--- config.mk ---
export PLATFORM = sky130hd
export DESIGN_NAME = kd_tree_wb_loader
export DESIGN_NICKNAME = d
export VERILOG_FILES = /design/src/rtl/kd_tree_pkg.sv /design/src/rtl/kd_tree_wb_loader_ack_timer.sv /design/src/rtl/kd_tree_wb_loader.sv
export SDC_FILE = /design/constraint.sdc
export NUM_CORES = 1
export LEC_CHECK = 0
export CAP_MARGIN = 20
export CELL_PAD_IN_SITES_DETAIL_PLACEMENT = 1
export CELL_PAD_IN_SITES_GLOBAL_PLACEMENT = 2
export CORE_UTILIZATION = 20
export CTS_CLUSTER_DIAMETER = 40
export DETAILED_ROUTE_END_ITERATION = 8
export HOLD_SLACK_MARGIN = 0.06
export PLACE_DENSITY = 0.88
export SYNTH_ARGS = -nofsm -noshare
export SYNTH_HDL_FRONTEND = slang
export SYNTH_SLANG_ARGS = --single-unit
--- constraint.sdc ---
create_clock -name wb_clk_i -period 2.3 [get_ports wb_clk_i]
set_input_delay 0.46 -clock wb_clk_i [delete_from_list [all_inputs] [get_ports wb_clk_i]]
set_output_delay 0.46 -clock wb_clk_i [all_outputs]
set_load 0.02 [all_outputs]
--- src/rtl/kd_tree_pkg.sv ---
// Shared types/constants for the kd-tree Wishbone loader; RD_LO/RD_HI exist only with KD_TREE_LOADER_READBACK_EN.
// No logic here: node word layout is {index[21:11], median[10:0]}.
package kd_tree_pkg;

  localparam int INTERNAL_WIDTH    = 22;
  localparam int NODE_COUNT        = 63;
  localparam int WB_ADDRESS_OFFSET = 494;
  localparam int HALF_BIT          = 11;

  typedef enum logic [3:0] {
    IDLE,
    FETCH,
    WR_LO,
    WR_HI,
    NEXT,
    FIN,
    FAULT
`ifdef KD_TREE_LOADER_READBACK_EN
    ,
    RD_LO,
    RD_HI
`endif
  } state_t;

endpackage

--- src/rtl/kd_tree_wb_loader_ack_timer.sv ---
// wb_ack_timer: counts unacknowledged strobe cycles, expire in the TIMEOUT-th one (combinational).
// load clears the count; the count saturates once expired and never stalls the caller.
module wb_ack_timer #(
  parameter int TIMEOUT = 255
) (
  input  logic clk,
  input  logic rst,
  input  logic load,
  input  logic count,
  output logic expire
);

  localparam int W = $clog2(TIMEOUT + 1);

  logic [W-1:0] cnt;

  assign expire = count && (cnt == W'(TIMEOUT - 1));

  always_ff @(posedge clk) begin
    if (rst || load) begin
      cnt <= '0;
    end else if (count && !expire) begin
      cnt <= cnt + 1'b1;
    end
  end

endmodule

--- src/rtl/kd_tree_wb_loader.sv ---
// Streams NODE_COUNT node words into Wishbone as two 11-bit half writes each; node_ready stalls upstream
// until the previous node's bus cycles finish. KD_TREE_LOADER_READBACK_EN adds a verifying read per half.
module kd_tree_wb_loader #(
  parameter int INTERNAL_WIDTH    = kd_tree_pkg::INTERNAL_WIDTH,
  parameter int NODE_COUNT        = kd_tree_pkg::NODE_COUNT,
  parameter int WB_ADDRESS_OFFSET = kd_tree_pkg::WB_ADDRESS_OFFSET,
  parameter int ACK_TIMEOUT       = 255
) (
  input  logic                      wb_clk_i,
  input  logic                      wb_rst_i,
  input  logic                      start,
  output logic                      busy,
  output logic                      done,
  output logic                      error,
  input  logic                      node_valid,
  input  logic [INTERNAL_WIDTH-1:0] node_data,
  output logic                      node_ready,
  output logic                      wbm_cyc_o,
  output logic                      wbm_stb_o,
  output logic                      wbm_we_o,
  output logic [3:0]                wbm_sel_o,
  output logic [31:0]               wbm_adr_o,
  output logic [31:0]               wbm_dat_o,
  input  logic [31:0]               wbm_dat_i,
  input  logic                      wbm_ack_i
);

  import kd_tree_pkg::*;

  localparam int CW = $clog2(NODE_COUNT + 1);

  state_t                    state, state_nx;
  logic                      bus_act, bus_act_nx;
  logic [INTERNAL_WIDTH-1:0] node_q, node_nx;
  logic [CW-1:0]             cnt, cnt_nx, cnt_inc;
  logic                      err_q, err_nx;
  logic                      in_bus, hi_half, wr_phase;
  logic                      stb, ack, tmo;
  logic [HALF_BIT-1:0]       half_val;
  logic                      unused_dat;

  always_comb begin
    in_bus   = 1'b0;
    hi_half  = 1'b0;
    wr_phase = 1'b0;
    case (state)
      WR_LO: begin in_bus = 1'b1; wr_phase = 1'b1; end
      WR_HI: begin in_bus = 1'b1; wr_phase = 1'b1; hi_half = 1'b1; end
`ifdef KD_TREE_LOADER_READBACK_EN
      RD_LO: in_bus = 1'b1;
      RD_HI: begin in_bus = 1'b1; hi_half = 1'b1; end
`endif
      default: ;
    endcase
  end

  // Every bus state opens with one idle cycle (bus_act low), giving the mandatory cyc/stb gap.
  assign stb      = in_bus & bus_act;
  assign ack      = stb & wbm_ack_i;
  assign half_val = hi_half ? HALF_BIT'(node_q[INTERNAL_WIDTH-1:HALF_BIT]) : node_q[HALF_BIT-1:0];
  assign cnt_inc  = cnt + 1'b1;
  assign unused_dat = ^wbm_dat_i;

  wb_ack_timer #(.TIMEOUT(ACK_TIMEOUT)) u_ack_timer (
    .clk    (wb_clk_i),
    .rst    (wb_rst_i),
    .load   (~stb),
    .count  (stb & ~wbm_ack_i),
    .expire (tmo)
  );

  always_comb begin
    state_nx   = state;
    bus_act_nx = bus_act;
    node_nx    = node_q;
    cnt_nx     = cnt;
    err_nx     = err_q;
    case (state)
      IDLE, FAULT: begin
        if (start) begin
          state_nx = FETCH;
          cnt_nx   = '0;
          err_nx   = 1'b0;
        end
      end
      FETCH: begin
        if (node_valid) begin
          node_nx  = node_data;
          state_nx = WR_LO;
        end
      end
      NEXT: begin
        cnt_nx   = cnt_inc;
        state_nx = (cnt_inc == CW'(NODE_COUNT)) ? FIN : FETCH;
      end
      FIN: state_nx = IDLE;
      default: begin
        if (!bus_act) begin
          bus_act_nx = 1'b1;
        end else if (ack) begin
          bus_act_nx = 1'b0;
          case (state)
            WR_LO: state_nx = WR_HI;
`ifdef KD_TREE_LOADER_READBACK_EN
            WR_HI: state_nx = RD_LO;
            RD_LO, RD_HI: begin
              if (wbm_dat_i[HALF_BIT-1:0] != half_val) begin
                err_nx   = 1'b1;
                state_nx = FAULT;
              end else begin
                state_nx = (state == RD_LO) ? RD_HI : NEXT;
              end
            end
`endif
            default: state_nx = NEXT;
          endcase
        end else if (tmo) begin
          bus_act_nx = 1'b0;
          err_nx     = 1'b1;
          state_nx   = FAULT;
        end
      end
    endcase
  end

  always_ff @(posedge wb_clk_i) begin
    if (wb_rst_i) begin
      state   <= IDLE;
      bus_act <= 1'b0;
      node_q  <= '0;
      cnt     <= '0;
      err_q   <= 1'b0;
    end else begin
      state   <= state_nx;
      bus_act <= bus_act_nx;
      node_q  <= node_nx;
      cnt     <= cnt_nx;
      err_q   <= err_nx;
    end
  end

  assign busy       = (state != IDLE) && (state != FAULT);
  assign done       = (state == FIN);
  assign error      = err_q;
  assign node_ready = (state == FETCH);

  // Address/data are only driven during a live strobe so idle, reset and fault all read as zero.
  assign wbm_cyc_o = stb;
  assign wbm_stb_o = stb;
  assign wbm_we_o  = stb & wr_phase;
  assign wbm_sel_o = stb ? 4'hF : 4'h0;
  assign wbm_adr_o = stb ? (32'(WB_ADDRESS_OFFSET) + 32'(cnt)) : 32'h0;
  assign wbm_dat_o = !stb    ? 32'h0 :
                     wr_phase ? (32'(half_val) | (32'(hi_half) << HALF_BIT)) :
                                (32'(hi_half) << HALF_BIT);

endmodule

==> qor.yml <==
track_usage_pct: 11.5
wl_um: 7360
worstRegToRegCells: 6
p_leak_nw: 1.41
final-hold-violation-count: 0
criticalPathCategory: "reg2out"
synthTopCellsByArea: "dfxtp_1 (32%), buf_4 (14%), nand2_1 (8.6%), a21oi_1 (8.0%), nor3_1 (5.3%)"
finalSetupViolations: 0
crit_arrival_ps: 1730
synth_edf_count: 0
io_pins: 134
final_cell_mix: "nand2_1 (59), conb_1 (42), a21oi_1 (41)"
timing.rr.end: "node_q[1]"
synth_area_mm2: 0.00257
clk_pin_slew_ps: 60
cts_tree: "done"
drt_iter0_drc: 50
swShare_pct: 25.6
ys_warn_count: 0
first_global_vias: 2412
ys.flop_type: "dfxtp_1"
clkPwrFrac_pct: 46.2
avgViaCountPerCell: 4.15
dpl_cell_area_mm2: 0.00323
synth.avg_cell_area_um2: 7.34
final_max_slew_viol_count: 0
syn_to_final_growth_pct: 33.2
switchingPower_mw: 0.506
ir_drop_mv: 0.229
setup_ws_ps: 106
clock.fmax_mhz: 456
ctsHtreeMaxLevel: 2
seq_area_frac_synth_pct: 31.9
synth_cells: 350
synth-seq-cells: 41
num-nets-final: 476
yosys.area.top_type: "dfxtp_1"
globalplace.congestion: 0.787
clock-sinks: 41
layout_commonest_cell: "nand2_1"
cp-end-kind: "output pin"
hp-class: "reg2reg"
p_per_area_mw_per_mm2: 577
slew_headroom_pct: 65.9
drive_gt1_share_pct: 10.7
initial_core_util_pct: 20.4
internal_power_mw: 1.47
min_path_cells: 2
synthArstFlopShare_pct: 0
finalCriticalPeriod_ps: 2190
hold_buffers: 0
diodes: 0
start_kind: "register"
pwr-share-seq_pct: 38.1
coreArea_mm2: 0.0126
fin_area_mm2: 0.00342
final.setup.tns_ps: 0
cts_buffers: 5
yosys.area.top_type_share_pct: 31.9
r2r-start: "state[0]"
drc_errors: 0
clockRootBuffer: "clkbuf_16"
fin_skew_ps: 5.43
cp.required_ps: 1840
worstSkewPairLatency_ps: 290
period_share_pct: 95.4
tightest_slew_ps: 510
synthDistinctLibCells: 42
grt_start_max_net_pins: 23
min-delay-start: "node_q[0]"
holdPathEnd: "node_q[0]"
chipHeight_um: 115
fp-row-count: 41
antenna_found_initial: 0
vias: 2418
fp.dieArea_mm2: 0.0133
overflow: 0
cap_violations: 0
port_buffers: 59
hpwl_um: 5590
outcome: "complete, no violations"
combinationalPowerShare_pct: 15.7
die_w_um: 115
grt_pass1_wl_um: 11900
ant_nets: 0
cts_buffer_depth: 2
cp_max_fo: 9
dp_slack_ps: 35.0
rrSetupSlack_ps: 580
post-route-util_pct: 27.2
wire_per_inst_um: 12.6
dr.pass1.iters: 4
==> area by class of cell <==
| class | instances | area [um2] |
|---|---|---|
| Fill cell | 1542 | 9150 |
| Multi-Input combinational cell | 268 | 1420 |
| Sequential cell | 41 | 822 |
| Timing Repair Buffer | 81 | 726 |
| Tap cell | 172 | 215 |
| Clock buffer | 5 | 125 |
| Clock inverter | 3 | 65.1 |
| Inverter | 13 | 48.8 |
==> cells in the mapped netlist, drive strengths merged, types with 5 or more instances <==
master / count
nand2: 59
o21ai: 10
nand2b: 5
inv: 13
clkbuf: 13
nor3: 27
dfxtp: 41
nand4: 6
a21oi: 41
nor2: 25
ha: 7
buf: 56
==> flip-flops by register name, summed over array words and instances, names as in the netlist <==
signal / count
bus_act: 1
cnt: 6
error: 1
node_q: 22
state: 3
u_ack_timer.cnt: 8
==> worst max path at each step <==
stage,end,start
after detailed placement,wbm_dat_o[6],state[1]
after global placement,wbm_dat_o[6],state[1]
after CTS,wbm_dat_o[6],state[1]
after global routing,wbm_dat_o[2],state[1]
final,wbm_dat_o[9],state[1]
after floorplan,wbm_adr_o[5],cnt[2]
==> power groups by stage <==
stage	combinational, mW	clock (mW)	sequential, mW
4_1_cts	0.310	0.936	0.751
6_report	0.310	0.912	0.751
2_1_floorplan	0.256	0	0.761
5_1_grt	0.344	0.964	0.754
3_5_place_dp	0.314	0	0.767
3_3_place_gp	0.307	0	0.765
==> metrics by stage <==
step | std cells | power (mW) | hold slack, ps
2_1_floorplan | 391 | 1.02 | 436
4_1_cts | 582 | 2.00 | 459
3_3_place_gp | 573 | 1.07 | 446
5_1_grt | 583 | 2.06 | 479
3_5_place_dp | 573 | 1.08 | 451
6_report | 583 | 1.97 | 458
==> logic make-up after synthesis <==
kind of cell             after synthesis  share of synthesized area (%)
buffers and inverters                 82                           19.3
flip-flops                            41                           31.9
multiplexers                           3                           1.17
XOR/XNOR                               5                           1.70
adder cells (fa/ha/maj)                7                           3.41
other                                  1                          0.146
AND/OR/NAND/NOR                      146                           27.8
AO/OA/AOI/OAI                         65                           14.6
==> worst max-delay path, stage by stage, from the launching register on <==
cell	delay [ps]
dfxtp_2	380
nand3b_1	200
buf_4	230
nor3_1	280
clkdlybuf4s15_1	360
==> metal layers <==
layer / up-vias / routed length [um] / track usage, %
met5: - / 0 / 0
met4: 0 / 96 / 3.12
met3: 8 / 295 / 2.58
met2: 70 / 3540 / 20.1
met1: 1133 / 3430 / 14.3
li1: 1207 / - / -
==> timing repair <==
action	in CTS	in global routing
pin swaps	1	1
setup buffers	1	1
endpoints found under the setup margin	30	21
gates resized for setup	36	15
gates cloned	0	0
No activity file was read; power rests on OpenSTA's default activity.
